[config.mk]
export PLATFORM = sky130hd
export DESIGN_NAME = prog_chain_loader
export DESIGN_NICKNAME = d
export VERILOG_FILES = /design/src/rtl/prog_chain_loader.sv
export SDC_FILE = /design/constraint.sdc
export NUM_CORES = 1
export LEC_CHECK = 0
export ABC_AREA = 1
export BUFFER_PORTS_ARGS = -buffer_cell sky130_fd_sc_hd__clkbuf_2
export CORE_ASPECT_RATIO = 0.5
export CORE_MARGIN = 4
export CORE_UTILIZATION = 63
export CTS_CLUSTER_SIZE = 8
export DETAILED_ROUTE_END_ITERATION = 8
export PLACE_DENSITY = 0.92
export SYNTH_ARGS = -nofsm -noshare
export SYNTH_HDL_FRONTEND = slang
export SYNTH_SLANG_ARGS = --single-unit
[constraint.sdc]
create_clock -name prog_clk -period 2.5 [get_ports prog_clk]
set_clock_uncertainty 0.05 [all_clocks]
set_input_delay 0.125 -clock prog_clk [delete_from_list [all_inputs] [get_ports prog_clk]]
set_output_delay 0.125 -clock prog_clk [all_outputs]
set_load 0.01 [all_outputs]
[src/rtl/prog_chain_loader.sv]
// prog_chain_loader: serialises host bitstream words LSB-first onto the
// fabric configuration shift chain (prog_in / prog_en), prog_clk domain.
// Optional macro PROG_CHAIN_CRC_EN adds tx_crc / rb_crc CRC-32 outputs
// over the transmitted bits and the chain's readback bits.
module prog_chain_loader #(
    parameter int CHAIN_LEN = 4480,
    parameter int WORD_W    = 32
) (
    input  logic                           prog_clk,
    input  logic                           prog_rst_n,
    input  logic                           start,
    input  logic [WORD_W-1:0]              word_in,
    input  logic                           word_valid,
    output logic                           word_ready,
    output logic                           cfg_prog_in,
    output logic                           cfg_prog_en,
    input  logic                           cfg_prog_out,
    output logic                           busy,
    output logic                           done,
    output logic [$clog2(CHAIN_LEN+1)-1:0] bit_count
`ifdef PROG_CHAIN_CRC_EN
    ,
    output logic [31:0]                    tx_crc,
    output logic [31:0]                    rb_crc
`endif
);

    localparam int CW     = $clog2(CHAIN_LEN + 1);
    localparam int NWORDS = (CHAIN_LEN + WORD_W - 1) / WORD_W;
    localparam int WLW    = $clog2(NWORDS + 1);
    localparam int SCW    = $clog2(WORD_W + 1);

    typedef enum logic [1:0] {IDLE, LOAD, DONE} state_t;

    state_t            state, state_n;
    logic [WORD_W-1:0] hold_q, hold_n, shift_q, shift_n;
    logic              hold_full_q, hold_full_n;
    logic [SCW-1:0]    shift_cnt_q, shift_cnt_n;
    logic [WLW-1:0]    words_left_q, words_left_n;
    logic [CW-1:0]     bit_count_n;
    logic              prog_en_n, prog_in_n, ready_n, busy_n, done_n;
    logic              xfer;

    // Next-state: word intake into the holding register, bit emission from
    // the shift register (refilled from the holding register as it empties).
    // Bits beyond CHAIN_LEN in the final word are simply never emitted.
    always_comb begin
        state_n      = state;
        hold_n       = hold_q;
        hold_full_n  = hold_full_q;
        shift_n      = shift_q;
        shift_cnt_n  = shift_cnt_q;
        words_left_n = words_left_q;
        bit_count_n  = bit_count;
        prog_en_n    = 1'b0;
        prog_in_n    = cfg_prog_in;
        xfer         = word_valid && word_ready;
        case (state)
            IDLE: begin
                if (start) begin
                    state_n      = LOAD;
                    bit_count_n  = '0;
                    words_left_n = WLW'(NWORDS);
                    hold_n       = '0;
                    hold_full_n  = 1'b0;
                    shift_n      = '0;
                    shift_cnt_n  = '0;
                end
            end
            LOAD: begin
                // word_ready is only high with an empty holding register,
                // so intake and consumption never collide in one cycle
                if (xfer) begin
                    hold_n       = word_in;
                    hold_full_n  = 1'b1;
                    words_left_n = words_left_q - 1'b1;
                end
                if (bit_count == CW'(CHAIN_LEN)) begin
                    state_n = DONE;
                end else if (shift_cnt_q != '0) begin
                    prog_en_n   = 1'b1;
                    prog_in_n   = shift_q[0];
                    bit_count_n = bit_count + 1'b1;
                    if (shift_cnt_q == SCW'(1) && hold_full_q) begin
                        shift_n     = hold_q;
                        shift_cnt_n = SCW'(WORD_W);
                        hold_full_n = 1'b0;
                    end else begin
                        shift_n     = shift_q >> 1;
                        shift_cnt_n = shift_cnt_q - 1'b1;
                    end
                end else if (hold_full_q) begin
                    prog_en_n   = 1'b1;
                    prog_in_n   = hold_q[0];
                    bit_count_n = bit_count + 1'b1;
                    shift_n     = hold_q >> 1;
                    shift_cnt_n = SCW'(WORD_W - 1);
                    hold_full_n = 1'b0;
                end
            end
            DONE: begin
                state_n = IDLE;
            end
            default: begin
                state_n = IDLE;
            end
        endcase
        busy_n  = (state_n != IDLE);
        done_n  = (state_n == DONE);
        ready_n = (state_n == LOAD) && !hold_full_n && (words_left_n != '0);
    end

    // State and registered outputs; reset aborts any load immediately
    always_ff @(posedge prog_clk or negedge prog_rst_n) begin
        if (!prog_rst_n) begin
            state        <= IDLE;
            hold_q       <= '0;
            hold_full_q  <= 1'b0;
            shift_q      <= '0;
            shift_cnt_q  <= '0;
            words_left_q <= '0;
            bit_count    <= '0;
            cfg_prog_en  <= 1'b0;
            cfg_prog_in  <= 1'b0;
            word_ready   <= 1'b0;
            busy         <= 1'b0;
            done         <= 1'b0;
        end else begin
            state        <= state_n;
            hold_q       <= hold_n;
            hold_full_q  <= hold_full_n;
            shift_q      <= shift_n;
            shift_cnt_q  <= shift_cnt_n;
            words_left_q <= words_left_n;
            bit_count    <= bit_count_n;
            cfg_prog_en  <= prog_en_n;
            cfg_prog_in  <= prog_in_n;
            word_ready   <= ready_n;
            busy         <= busy_n;
            done         <= done_n;
        end
    end

`ifdef PROG_CHAIN_CRC_EN
    function automatic logic [31:0] crc_step(input logic [31:0] c, input logic b);
        logic fb;
        fb = c[31] ^ b;
        return {c[30:0], 1'b0} ^ (fb ? 32'h04C11DB7 : 32'h0);
    endfunction

    // CRCs advance on each shift edge (cfg_prog_en high), restart on start accept
    always_ff @(posedge prog_clk or negedge prog_rst_n) begin
        if (!prog_rst_n) begin
            tx_crc <= 32'hFFFFFFFF;
            rb_crc <= 32'hFFFFFFFF;
        end else if (state == IDLE && start) begin
            tx_crc <= 32'hFFFFFFFF;
            rb_crc <= 32'hFFFFFFFF;
        end else if (cfg_prog_en) begin
            tx_crc <= crc_step(tx_crc, cfg_prog_in);
            rb_crc <= crc_step(rb_crc, cfg_prog_out);
        end
    end
`else
    logic unused_prog_out;
    assign unused_prog_out = cfg_prog_out;
`endif

endmodule
==> results.md, run 1 <==
Status:
- The run finished with clean final reports.

Run:
- The number of maximum-capacitance constraint violations is 0.

Synth:
- The async set-or-reset flop fraction in the synthesized netlist is 100.0%.
- Sequential elements use a little under half of the synthesized area.
- The synthesized netlist occupies a cell area of between 5000 and 6000 um2.
- The post-synthesis net count is 754.
- During synthesis, Yosys emitted a total of 0 warnings.
- The post-synthesis cell type count is 29.
- The cell accounting for the most synthesized area is sky130_fd_sc_hd__dfrtp_1.
- Yosys mapped a number of flops with a built-in enable equal to 0.
- In the synthesized netlist, the cells that appear most often are sky130_fd_sc_hd__nand2_1, sky130_fd_sc_hd__o21ai_0, sky130_fd_sc_hd__dfrtp_1.
- Ranked by total cell area, the synthesized netlist is headed by sky130_fd_sc_hd__dfrtp_1, sky130_fd_sc_hd__nand2_1, sky130_fd_sc_hd__o21ai_0.
- The portion of synthesized cell area occupied by the leading cell type is 46.09%.
- The prevailing post-synth register cell is sky130_fd_sc_hd__dfrtp_1.
- Synthesis inferred slightly below 100 register bits.
- The most frequent cell after synthesis is sky130_fd_sc_hd__nand2_1.
- In this run the mean area of a mapped cell was roughly 7.6 um2.
- The number of cells produced by synthesis is between 700 and 800.

Clock network:
- The number of clock buffers added by TritonCTS is 9.
- The number of H-tree branching levels is 3.
- The buffer depth of the longest clock path is 2.
- The TritonCTS clock tree is yes.
- Clock-pin slew was measured on the worst setup and hold paths at around 0.070 ns.
- The clock tree root driver cell is sky130_fd_sc_hd__clkbuf_16.
- The clock latency of the later-clocked register in the worst-skew pair is 0.35 ns.
- Counting every sink on the clock net gives around 100.

Placed design:
- Counting tap cells, the placed design contains a total of 847 instances.
- Detailed placement ended at an HPWL of 7648 um.
- The routability congestion estimate is between 0.8 and 0.9.
- The number of I/O port buffers is 53.

Worst setup path:
- In this run the worst path has a maximum fanout of 40.
- For the worst setup path, the data required time is between 2 and 3 ns.
- The worst register-to-register path has a setup slack of around 0.27 ns.
- Following the worst setup path forward leads to its endpoint at shift_q[30].
- The source of the worst register-to-register timing path is bit_count[0].
- The count of cells along the worst register-to-register path is 11.
- STA puts the critical path data arrival time at 2.47 ns.
- In this run the critical register-to-register path is captured at shift_q[30].
- The classification of the worst setup path is flop to flop.
- The critical path starts at bit_count[0].
- The worst setup path is launched from a flop.
- The sort of element at the end of the critical path is a flop.

Routing:
- The routed length per placed instance is 14.72 um.
- For this block, the routed nets add up to around 13000 um of wire.
- The overall via count from detail_route is 5002.
- The post-detailed-route count of antenna-violating nets is 0.
- The routed wire length on met3 is 887 um.
- After detailed routing, the wire length on met1 is between 5000 and 6000 um.
- The first-pass detailed-route iteration total is 5.
- The routed wire length on met2 is around 6300 um.
- In the routed design, unresolved DRC markers number 0.
- The violation count after the first detailed-routing iteration is 404.
- In the routed layout, each cell is associated on average with a via count of roughly 5.6.
- The topmost layer with routed signal wires is met4.

Timing:
- The total count of max-transition violations in the final report was 0.
- The highest achievable clock rate is 0.4488 GHz.
- The post-route minimum period is between 2 and 2.5 ns.
- Adding up every negative setup slack in the final design gives 0 ns.
- The transition at the pin with the smallest max-transition slack is 0.7388 ns.
- The tightest hold path in the finished design has a slack of roughly 0.0064 ns.
- Setup violations remaining at the end of the flow were counted as 0.
- The final critical-path share of the clock period is 89.13%.
- Setup repair after global routing left no endpoint under its margin.
- Headroom to the max-slew limit came out at 50.74%.
- The number of endpoints with negative hold slack in the final report is 0.

Cells and area:
- The filler cells instantiated in the layout total approximately 550.
- In the final layout, the share of cells above drive strength 1 is between 10% and 20%.
- The number of nets at the end of the flow is 819.
- The area overhead of the layout relative to synthesis is 16.85%.
- The post-route non-filler standard cell count is a little under 900.
- The count of inserted antenna diode cells is 0.

Hold path:
- The kind of path behind the tightest hold check is input port to flop.

Floorplan:
- The die is 73.32 um tall.
- For this configuration, the core starts out at a cell density of approximately 66%.
- Measured along the x axis, the die boundary spans ~140 um.
- 55 I/O pins were placed.
- In this run the standard cell core region covers 8144 um2.
- In this run the core area contains 23 standard-cell rows.
- The floorplan step defined a die boundary enclosing ~10000 um2.

Global route:
- For this run, the total global-route usage over all layers was measured as a little over a quarter.
- The number of global-route vias before repair came to 4787.
- The remaining global-route overflow is 0.
- The pin count of the biggest net entering global routing is just under 70.
- The number of antenna violations at the first check in global routing is 0.
- The global-route wire length before repair is 22290 um.

Power:
- For this design the ratio of total power to cell area is around 700 nW/um2.
- For this design the static power due to leakage is 0.003155 uW.
- The maximum resistive drop on vdd is approximately 0.00044 V.
## state kept, by name (all words and copies together) (netlist names), 2 cells and up
signal	cells
state	2
shift_cnt_q	6
bit_count	13
words_left_q	8
shift_q	32
hold_q	32
## cell type report
| cell class | instances | area (um2) | area share [%] |
|---|---|---|---|
| timing repair buffer | 93 | 680.7 | 10.84 |
| tap | 112 | 140.1 | 2.231 |
| inverter | 73 | 274.0 | 4.363 |
| clock inverter | 5 | 85.08 | 1.355 |
| sequential | 99 | 2477 | 39.44 |
| multi-input combinational | 500 | 2385 | 37.97 |
| clock buffer | 10 | 239.0 | 3.805 |
## critical path, cell delays in order (launching register included)
cell	delay [ns]
sky130_fd_sc_hd__dfrtp_1	0.44
sky130_fd_sc_hd__inv_1	0.15
sky130_fd_sc_hd__ha_1	0.17
sky130_fd_sc_hd__inv_1	0.04
sky130_fd_sc_hd__nor2_1	0.11
sky130_fd_sc_hd__nand3_1	0.09
sky130_fd_sc_hd__nor2_1	0.19
sky130_fd_sc_hd__nand2_1	0.16
sky130_fd_sc_hd__o21ai_4	0.12
sky130_fd_sc_hd__buf_4	0.38
sky130_fd_sc_hd__o21ai_0	0.17
sky130_fd_sc_hd__nand2_1	0.10
## where the power goes
group	switching (uW)	internal, uW
Sequential	117	1910
Combinational	543	281
Clock	621	904
## kinds of logic after synthesis
logic type / share of synthesized area, %
simple gates: 26.16
buf+inv: 9.684
xor+xnor: 1.630
fa+ha+maj: 1.397
flops: 46.09
compound gates: 15.04
## stage by stage
stage          util [%]  setup slack [ns]  cell area [um2]  total power, uW
2_1_floorplan         -            0.7987             5375             2561
3_3_place_gp      69.46            0.4443             5657             2767
3_5_place_dp      69.46            0.3393             5657             2798
4_1_cts           77.12            0.3034             6281             4366
5_1_grt           77.12           0.01404             6281             4605
6_report          77.12            0.2718             6281             4373
## worst min-delay path by stage
stage                start           end  slack (ns)  depth (start not counted)
5_1_grt        word_in[31]    hold_q[31]        0.01                          3
2_1_floorplan   prog_rst_n  bit_count[0]       -0.22                          0
6_report       word_in[31]    hold_q[31]       0.006                          3
3_5_place_dp    prog_rst_n  bit_count[9]        0.18                          1
3_3_place_gp    prog_rst_n  bit_count[9]        0.18                          1
4_1_cts        word_in[31]    hold_q[31]      0.0001                          3
## metal layers
| metal | vias up | global-route usage [%] |
|---|---|---|
| li1 | 2422 | - |
| met1 | 2307 | 34.94 |
| met2 | 233 | 46.06 |
| met3 | 40 | 5.527 |
| met4 | 0 | 10.52 |
| met5 | - | 0 |
## repair_timing
| item | in CTS | in global routing |
|---|---|---|
| setup endpoints to repair | 0 | 0 |
| hold buffers | 30 | 0 |
| resized for setup | 0 | 0 |
| setup buffers | 0 | 0 |
| endpoints found under the hold margin | 84 | 0 |
## placed cells by master (no fill, tap or decap), types with 6 or more instances in the layout
master / synthesis / final
sky130_fd_sc_hd__o21ai_1: 46 / 46
sky130_fd_sc_hd__a21oi_1: 6 / 6
sky130_fd_sc_hd__dfrtp_1: 99 / 99
sky130_fd_sc_hd__o21ai_0: 101 / 101
sky130_fd_sc_hd__xor2_1: 9 / 9
sky130_fd_sc_hd__nand2_1: 201 / 200
sky130_fd_sc_hd__nand3_1: 54 / 53
sky130_fd_sc_hd__dlygate4sd3_1: 0 / 30
sky130_fd_sc_hd__ha_1: 6 / 6
sky130_fd_sc_hd__nor3_1: 6 / 6
sky130_fd_sc_hd__nor2_1: 44 / 44
sky130_fd_sc_hd__clkbuf_2: 0 / 52
sky130_fd_sc_hd__nand4_1: 8 / 8
sky130_fd_sc_hd__buf_4: 4 / 8
sky130_fd_sc_hd__clkbuf_16: 0 / 9
sky130_fd_sc_hd__inv_1: 69 / 69
(Power assumes the default switching activity.)
==> inputs of run 2 (changes only) <==
--- a/config.mk
+++ b/config.mk
@@ -12,6 +12,7 @@
 export CORE_UTILIZATION = 63
 export CTS_CLUSTER_SIZE = 8
 export DETAILED_ROUTE_END_ITERATION = 8
+export HOLD_SLACK_MARGIN = 0.1
 export PLACE_DENSITY = 0.92
 export SYNTH_ARGS = -nofsm -noshare
 export SYNTH_HDL_FRONTEND = slang
==> run 2 against run 1 <==
  * Worst setup slack worse by 0.029 ns
  * Flip-flop and latch count is the same
  * Critical path depth unchanged
  * Sequential power about the same
  * Wire length grew 3.8%
  * Highest routed layer unchanged
  * Core utilization grew 0.37 points
  * Via count up 2.0%
==> results.md, run 2 (synthesis gave the netlist of run 1 again) <==
Status:
- The flow ran to the end, and the final reports show no timing, DRC or antenna violations.

Timing:
- Setup repair after global routing left no endpoint under its margin.
- The total count of max-transition violations in the final report is 0.
- The total of endpoints with negative setup slack in the final report is 0.
- The worst path needs about 2.3 ns of the cycle, external delays included.
- After layout, the worst setup slack is 0.2433 ns.
- The final critical-path share of the clock period is between 90% and 100%.
- The headroom to the max-slew limit is between 40 and 50%.
- The number of endpoints with negative hold slack in the final report is 0.
- Based on the critical path, the design can be clocked at up to 0.4431 GHz.
- The transition at the pin with the smallest max-transition slack is 0.7593 ns.
- After routing, the total negative slack on setup checks comes to 0 ns.

Routing:
- Across all layers, the routed design uses slightly above 5000 vias.
- For this run, the detailed router's first-pass iteration total came to 6.
- After detailed routing, the average wire length per cell comes to between 15 and 20 um.
- After detailed routing, the total wire length is about 14000 um.
- After the first detailed-routing iteration, the DRC count stood at 440.
- Once detail routing completed, the nets flagged for antenna violations numbered 0.
- The number of design rule violations left after detail routing is 0.
- Using the TritonRoute via totals, the vias-per-cell ratio works out to ~5.7.

Floorplan:
- The initialized floorplan defines 23 standard-cell rows.
- The total area inside the core boundary comes to about 8100 um2.
- The horizontal extent of the die is 138.6 um.
- The initial standard-cell utilization of the core is approximately 66%.
- For this design the top-level I/O count stands at 55.
- The die area is ~10000 um2.
- From bottom edge to top edge, the die measures 73.32 um.

Power:
- The static power due to leakage is ~0.0032 uW.
- The worst-case IR drop observed on VDD is 0.0004585 V.
- The power density normalized to cell area is about 700 nW/um2.
- The final total power is between 4000 and 5000 uW.

Worst setup path:
- Data on the critical path arrives at its endpoint at 2.50 ns.
- The number of buffers and inverters on the critical path is 3.
- Data on the critical path is required at its endpoint by 2.74 ns.
- The kind of start point of the critical path is a flop.
- The sort of element at the end of the critical path is a flop.
- The cell family with the largest share of critical-path delay is simple AND/OR/NAND/NOR gates.
- The slowest stage of the critical path belongs to the cell sky130_fd_sc_hd__dfrtp_1.
- The worst register-to-register path has a setup slack of roughly 0.24 ns.
- The maximum cell stage delay along the critical path is 0.44 ns.
- The maximum fanout along the worst path is 40.
- The critical path is of the flop to flop type.
- Traced cell by cell, the critical path runs through inv_1, ha_1, inv_1, nor2_1, nand3_1, nor2_1, nand2_1, o21ai_4, buf_4, o21ai_0, nand2_1.

Clock network:
- The TritonCTS clock tree is yes.
- The clock latency of the later-clocked register in the worst-skew pair is around 0.35 ns.
- The post-CTS resize count is 0.
- In this run the number of H-tree levels came out at 3.
- For this design, the CTS-stage hold fixing added 33 buffers.
- The number of post-CTS setup repair buffers is 0.
- After clock tree synthesis, the clock-pin slew on the worst setup and hold paths is 0.07 ns.
- No sink is reached through more buffers than the 2 on the longest clock path.
- The tree is rooted in a sky130_fd_sc_hd__clkbuf_16.
- Buffers inserted during clock tree synthesis total 9.
- The number of sinks handled by clock tree synthesis is 99.

Run:
- Across the run, the number of max-cap violations was 0.

Cells and area:
- Summing all multi-input logic gate instances after layout gives around 2400 um2.
- Cells fill 77.49% of the core in the end.
- The layout has approximately 540 filler cells.
- The fraction of final layout cells with drive strength greater than 1 is around 13%.
- In the final layout, the registers with the most flip-flops are hold_q (32), shift_q (32), bit_count (13).
- In the final design database the tool counted approximately 800 nets.
- The number of antenna diodes in the final layout is 0.
- The most frequent standard cell in the layout excluding fill and tap cells is sky130_fd_sc_hd__nand2_1.
- The area overhead of the layout relative to synthesis is 17.41%.
- Summing all flip-flop and latch instances after layout gives 2477 um2.
- The top cell types in the final layout, fill and taps aside, are sky130_fd_sc_hd__nand2_1, sky130_fd_sc_hd__o21ai_0, sky130_fd_sc_hd__dfrtp_1.

Global route:
- The combined global-route utilization of all metal layers is 28.29%.
- The total overflow left after global routing is 0.
- The first global-routing pass estimated ~23000 um of wire.
- The number of antenna violations at the first check in global routing is 0.
- The pin count of the biggest net entering global routing is a little under 70.
- The number of global-route vias before repair is a little under 5000.

Placed design:
- The detailed-placement wirelength estimate is ~7600 um.
- Buffers placed on the I/O ports in this run total 53.
- Timing analysis after detailed placement gives a worst setup slack of around 0.34 ns.
- The congestion estimate from routability-driven global placement came to just under 0.9.

Hold path:
- The kind of path behind the tightest hold check is input port to flop.
[run 2: changes by cell type in the layout (fill, tap and decap cells not counted), sizes merged]
cell	delta
dlygate4sd3	+3
[run 2: report_power, final]
part	switching, uW	internal [uW]
Clock	618	904
Combinational	550	284
Sequential	124	1910
[run 2: stage by stage]
stage / area [um2] / hold slack, ns / std cells
after floorplan: 5375 / -0.2206 / 711
after global placement: 5657 / 0.1770 / 847
after detailed placement: 5657 / 0.1844 / 847
after CTS: 6311 / 0.1413 / 895
after global routing: 6311 / 0.1789 / 895
final: 6311 / 0.1651 / 895
[run 2: final cells by class]
| type | count | area share (%) |
|---|---|---|
| clock buffers | 10 | 3.787 |
| flip-flops and latches | 99 | 39.25 |
| inverters | 73 | 4.342 |
| repair buffers | 96 | 11.26 |
| well taps | 112 | 2.220 |
| multi-input cells | 500 | 37.79 |
| clock inverters | 5 | 1.348 |
[run 2: worst paths after layout]
path / startpoint / to / cells after the start
max reg2reg: bit_count[0] / shift_q[1] / 11
min: start / busy / 3
max: bit_count[0] / shift_q[1] / 11
min in group asynchronous: prog_rst_n / bit_count[8] / 2
max in group asynchronous: prog_rst_n / shift_q[21] / 3
min reg2reg: shift_q[12] / shift_q[12] / 2
[run 2: worst register-to-register path, cell delays in order, from the launching register on]
cell and delay (ns):
sky130_fd_sc_hd__dfrtp_1 0.44, sky130_fd_sc_hd__inv_1 0.15, sky130_fd_sc_hd__ha_1 0.17, sky130_fd_sc_hd__inv_1 0.04
sky130_fd_sc_hd__nor2_1 0.11, sky130_fd_sc_hd__nand3_1 0.09, sky130_fd_sc_hd__nor2_1 0.19, sky130_fd_sc_hd__nand2_1 0.16
sky130_fd_sc_hd__o21ai_4 0.12, sky130_fd_sc_hd__buf_4 0.38, sky130_fd_sc_hd__o21ai_0 0.20, sky130_fd_sc_hd__nand2_1 0.11
[run 2: per-layer routing]
metal | track usage (%) | part of all wire, % | wire length (um) | vias to the layer above
li1 | - | - | - | 2423
met1 | 36.50 | 41 | 5610 | 2345
met2 | 48.54 | 48 | 6553 | 285
met3 | 5.657 | 8.0 | 1093 | 51
met4 | 10.95 | 2.7 | 373 | 0
met5 | 0 | 0 | 0 | -
==> inputs of run 3 (changes only) <==
--- a/config.mk
+++ b/config.mk
@@ -7,13 +7,16 @@
 export LEC_CHECK = 0
 export ABC_AREA = 1
 export BUFFER_PORTS_ARGS = -buffer_cell sky130_fd_sc_hd__clkbuf_2
+export CAP_MARGIN = 10
+export CELL_PAD_IN_SITES_DETAIL_PLACEMENT = 1
+export CELL_PAD_IN_SITES_GLOBAL_PLACEMENT = 1
 export CORE_ASPECT_RATIO = 0.5
 export CORE_MARGIN = 4
-export CORE_UTILIZATION = 63
+export CORE_UTILIZATION = 47
 export CTS_CLUSTER_SIZE = 8
 export DETAILED_ROUTE_END_ITERATION = 8
 export HOLD_SLACK_MARGIN = 0.1
-export PLACE_DENSITY = 0.92
+export PLACE_DENSITY = 0.93
 export SYNTH_ARGS = -nofsm -noshare
 export SYNTH_HDL_FRONTEND = slang
 export SYNTH_SLANG_ARGS = --single-unit
==> run 3 against run 2 <==
  * Combinational power increased by 4.7%
  * Critical path type unchanged
  * Via count grew 3.2%
  * Die area is 31% higher
  * Critical path depth stayed put
  * Fmax fell by 3.3%
==> results.md, run 3 (synthesis gave the netlist of run 1 again) <==
Global route:
- The first global-routing pass estimated around 30000 um of wire.
- Global routing finished with a remaining overflow of 0.
- The met1 track demand over resource is 34.36%.
- The number of global-route vias before repair was approximately 5700.
- Entering global routing, the biggest net connects between 60 and 70 pins.
- For this run, global-route usage on met2 was measured as 45.41%.
- The global-route met3 utilization is 6.019%.
- After global routing, the most crowded layer is met2.
- The number of antenna violations at the first check in global routing is 0.
- Global routing consumed, over all layers together, approximately 27% of the routing resources.

Worst setup path:
- The kind of start point of the critical path is a flop.
- The critical path in this run is classified as flop to flop.
- The worst setup path is captured at a flop.
- Measured in cells, the most critical reg-to-reg path has a length of 11.
- STA puts the critical path data required time at ~2.7 ns.
- In this run the register-to-register setup slack is roughly 0.17 ns.
- The source of the worst register-to-register timing path is bit_count[0].
- STA puts the critical path data arrival time at approximately 2.6 ns.
- The endpoint of the most critical register-to-register path is shift_q[6].
- The maximum fanout along the worst path is 21.

Routing:
- The overall via count from detail_route is roughly 5300.
- In the routed design, unresolved DRC markers number 0.
- The total length of routed wires is about 18000 um.
- The count of nets left with antenna violations once routing finished came out at 0.
- The first-pass detailed-route iteration total is 5.
- The mean number of vias per cell is 5.649.
- The routed length per placed instance is 18.82 um.
- The violation count after the first detailed-routing iteration is between 300 and 400.

Cells and area:
- The fraction of final layout cells with drive strength greater than 1 is 12.83%.
- The repair_antennas step left the layout with diodes totalling 0.
- The library cell used most frequently in the layout, excluding fill and tap cells, is sky130_fd_sc_hd__nand2_1.
- Relative to the synthesized area, the layout overhead comes to 17.99%.
- The filler cells instantiated in the layout total about 1400.
- After the last flow step, the layout net total stands at roughly 830.
- The largest registers in the layout are hold_q (32), shift_q (32), bit_count (13).
- In the layout the commonest cells are sky130_fd_sc_hd__nand2_1, sky130_fd_sc_hd__o21ai_0, sky130_fd_sc_hd__dfrtp_1.

Timing:
- At the pin with the least slew margin, the transition time is ~0.7 ns.
- The smallest hold slack is about 0.17 ns.
- The final critical-path share of the clock period is between 90 and 100%.
- Setup total negative slack on the finished layout was measured at 0 ns.
- Setup violations remaining at the end of the flow were counted as 0.
- The total count of max-transition violations in the final report was 0.
- The worst path in the final design needs a cycle of about 2.3 ns, including I/O delays and setup.
- The worst pin sits at a relative slew slack of 53.11%.
- Setup repair after global routing left no endpoint under its margin.
- The number of endpoints with negative hold slack in the final report is 0.
- Derived from the worst setup path, the maximum achievable clock frequency is 0.4285 GHz.

Hold path:
- The origin of the worst min-delay path is start.
- Counting instances, the worst hold path has a depth of 3.
- The kind of path behind the tightest hold check is input port to flop.
- The worst hold endpoint is busy.

Clock network:
- The clock reaches the later pin of the worst-skew pair after about 0.36 ns.
- TritonCTS built the clock tree.
- The buffer depth of the longest clock path is 2.
- Clock-pin slew was measured on the worst setup and hold paths at approximately 0.080 ns.
- The number of buffers added by the clock tree synthesis step is 9.
- For this design, the sink count on the clock tree is about 100.
- The H-tree generated during clock tree synthesis spans 3 levels.
- The clock tree root driver cell is sky130_fd_sc_hd__clkbuf_16.

Floorplan:
- The die covers around 13000 um2.
- The floorplan step defined a core boundary enclosing 11080 um2.
- For this design the top-level I/O count stands at between 50 and 60.
- The die is between 80 and 90 um tall.
- The horizontal extent of the die is between 150 and 200 um.
- For this configuration, the core starts out at a cell density of between 40% and 50%.
- The standard-cell row count is 27.

Power:
- The maximum resistive drop on vdd is between 0.0003 and 0.0004 V.
- Summed over all cells, the static leakage comes to ~0.0032 uW.
- For this design the ratio of total power to cell area is 673.6 nW/um2.

Placed design:
- The detailed-placement wirelength estimate is ~9800 um.
- The routability congestion estimate is 0.8401.
- The number of I/O port buffers is between 50 and 60.

Status:
- The flow ran to the end, and the final reports show no timing, DRC or antenna violations.

Run:
- The tool flagged a number of max-cap violations equal to 0.
==> run 3: cell types whose count changed in the layout (fill, tap and decap cells not counted), sizes merged <==
cell | previous run | this run
clkbuf | 62 | 63
bufinv | 2 | 0
clkinvlp | 1 | 3
buf | 11 | 14
==> run 3: where the power goes <==
group | internal (uW) | total, uW | switching, uW
logic | 286 | 873 | 587
clock network | 706 | 1360 | 651
registers | 1910 | 2040 | 135
==> run 3: repair_timing <==
item | CTS | global route
gates resized for setup | 0 | 0
endpoints found under the hold margin | 79 | 0
hold buffers | 33 | 0
buffers inserted | 0 | 0
==> run 3: per-layer routing <==
layer | vias up | wire, um
met5 | - | 0
met4 | 0 | 595
met3 | 55 | 853
met2 | 186 | 8464
met1 | 2593 | 7625
li1 | 2431 | -
==> run 3: worst max-delay path by stage <==
| stage | endpoint | start | slack, ns |
|---|---|---|---|
| after floorplan | bit_count[7] | bit_count[0] | 0.80 |
| after global placement | shift_q[13] | shift_cnt_q[0] | 0.50 |
| after detailed placement | shift_q[23] | shift_cnt_q[0] | 0.38 |
| after CTS | shift_q[23] | bit_count[0] | 0.31 |
| after global routing | shift_q[6] | bit_count[0] | 0.07 |
| final | shift_q[6] | bit_count[0] | 0.17 |
==> run 3: worst max-delay path, cell delays in order (launching register included) <==
cell                      delay, ns
sky130_fd_sc_hd__dfrtp_1       0.43
sky130_fd_sc_hd__inv_1         0.15
sky130_fd_sc_hd__ha_1          0.17
sky130_fd_sc_hd__inv_1         0.05
sky130_fd_sc_hd__nor2_1        0.17
sky130_fd_sc_hd__nand3_1       0.10
sky130_fd_sc_hd__nor2_1        0.20
sky130_fd_sc_hd__nand2_1       0.17
sky130_fd_sc_hd__o21ai_4       0.15
sky130_fd_sc_hd__buf_4         0.32
sky130_fd_sc_hd__o21ai_0       0.18
sky130_fd_sc_hd__nand2_1       0.13
==> run 3: metrics by stage <==
step           std cells  worst slack (ns)  power, uW  util (%)  instance area (um2)
5_1_grt              932           0.06737       4528     57.24                 6342
2_1_floorplan        711            0.7987       2561         -                 5375
6_report             932            0.1664       4272     57.24                 6342
3_3_place_gp         883            0.5008       2795     51.74                 5733
4_1_cts              932            0.3097       4233     57.24                 6342
3_5_place_dp         883            0.3794       2858     51.74                 5733
==> run 3: area by class of cell <==
class | count | area (um2) | area share [%]
inverters | 73 | 274.0 | 4.320
clock inverters | 5 | 36.28 | 0.5721
flip-flops and latches | 99 | 2477 | 39.06
well taps | 145 | 181.4 | 2.861
clock buffers | 11 | 242.7 | 3.827
multi-input cells | 500 | 2385 | 37.60
repair buffers | 99 | 745.7 | 11.76
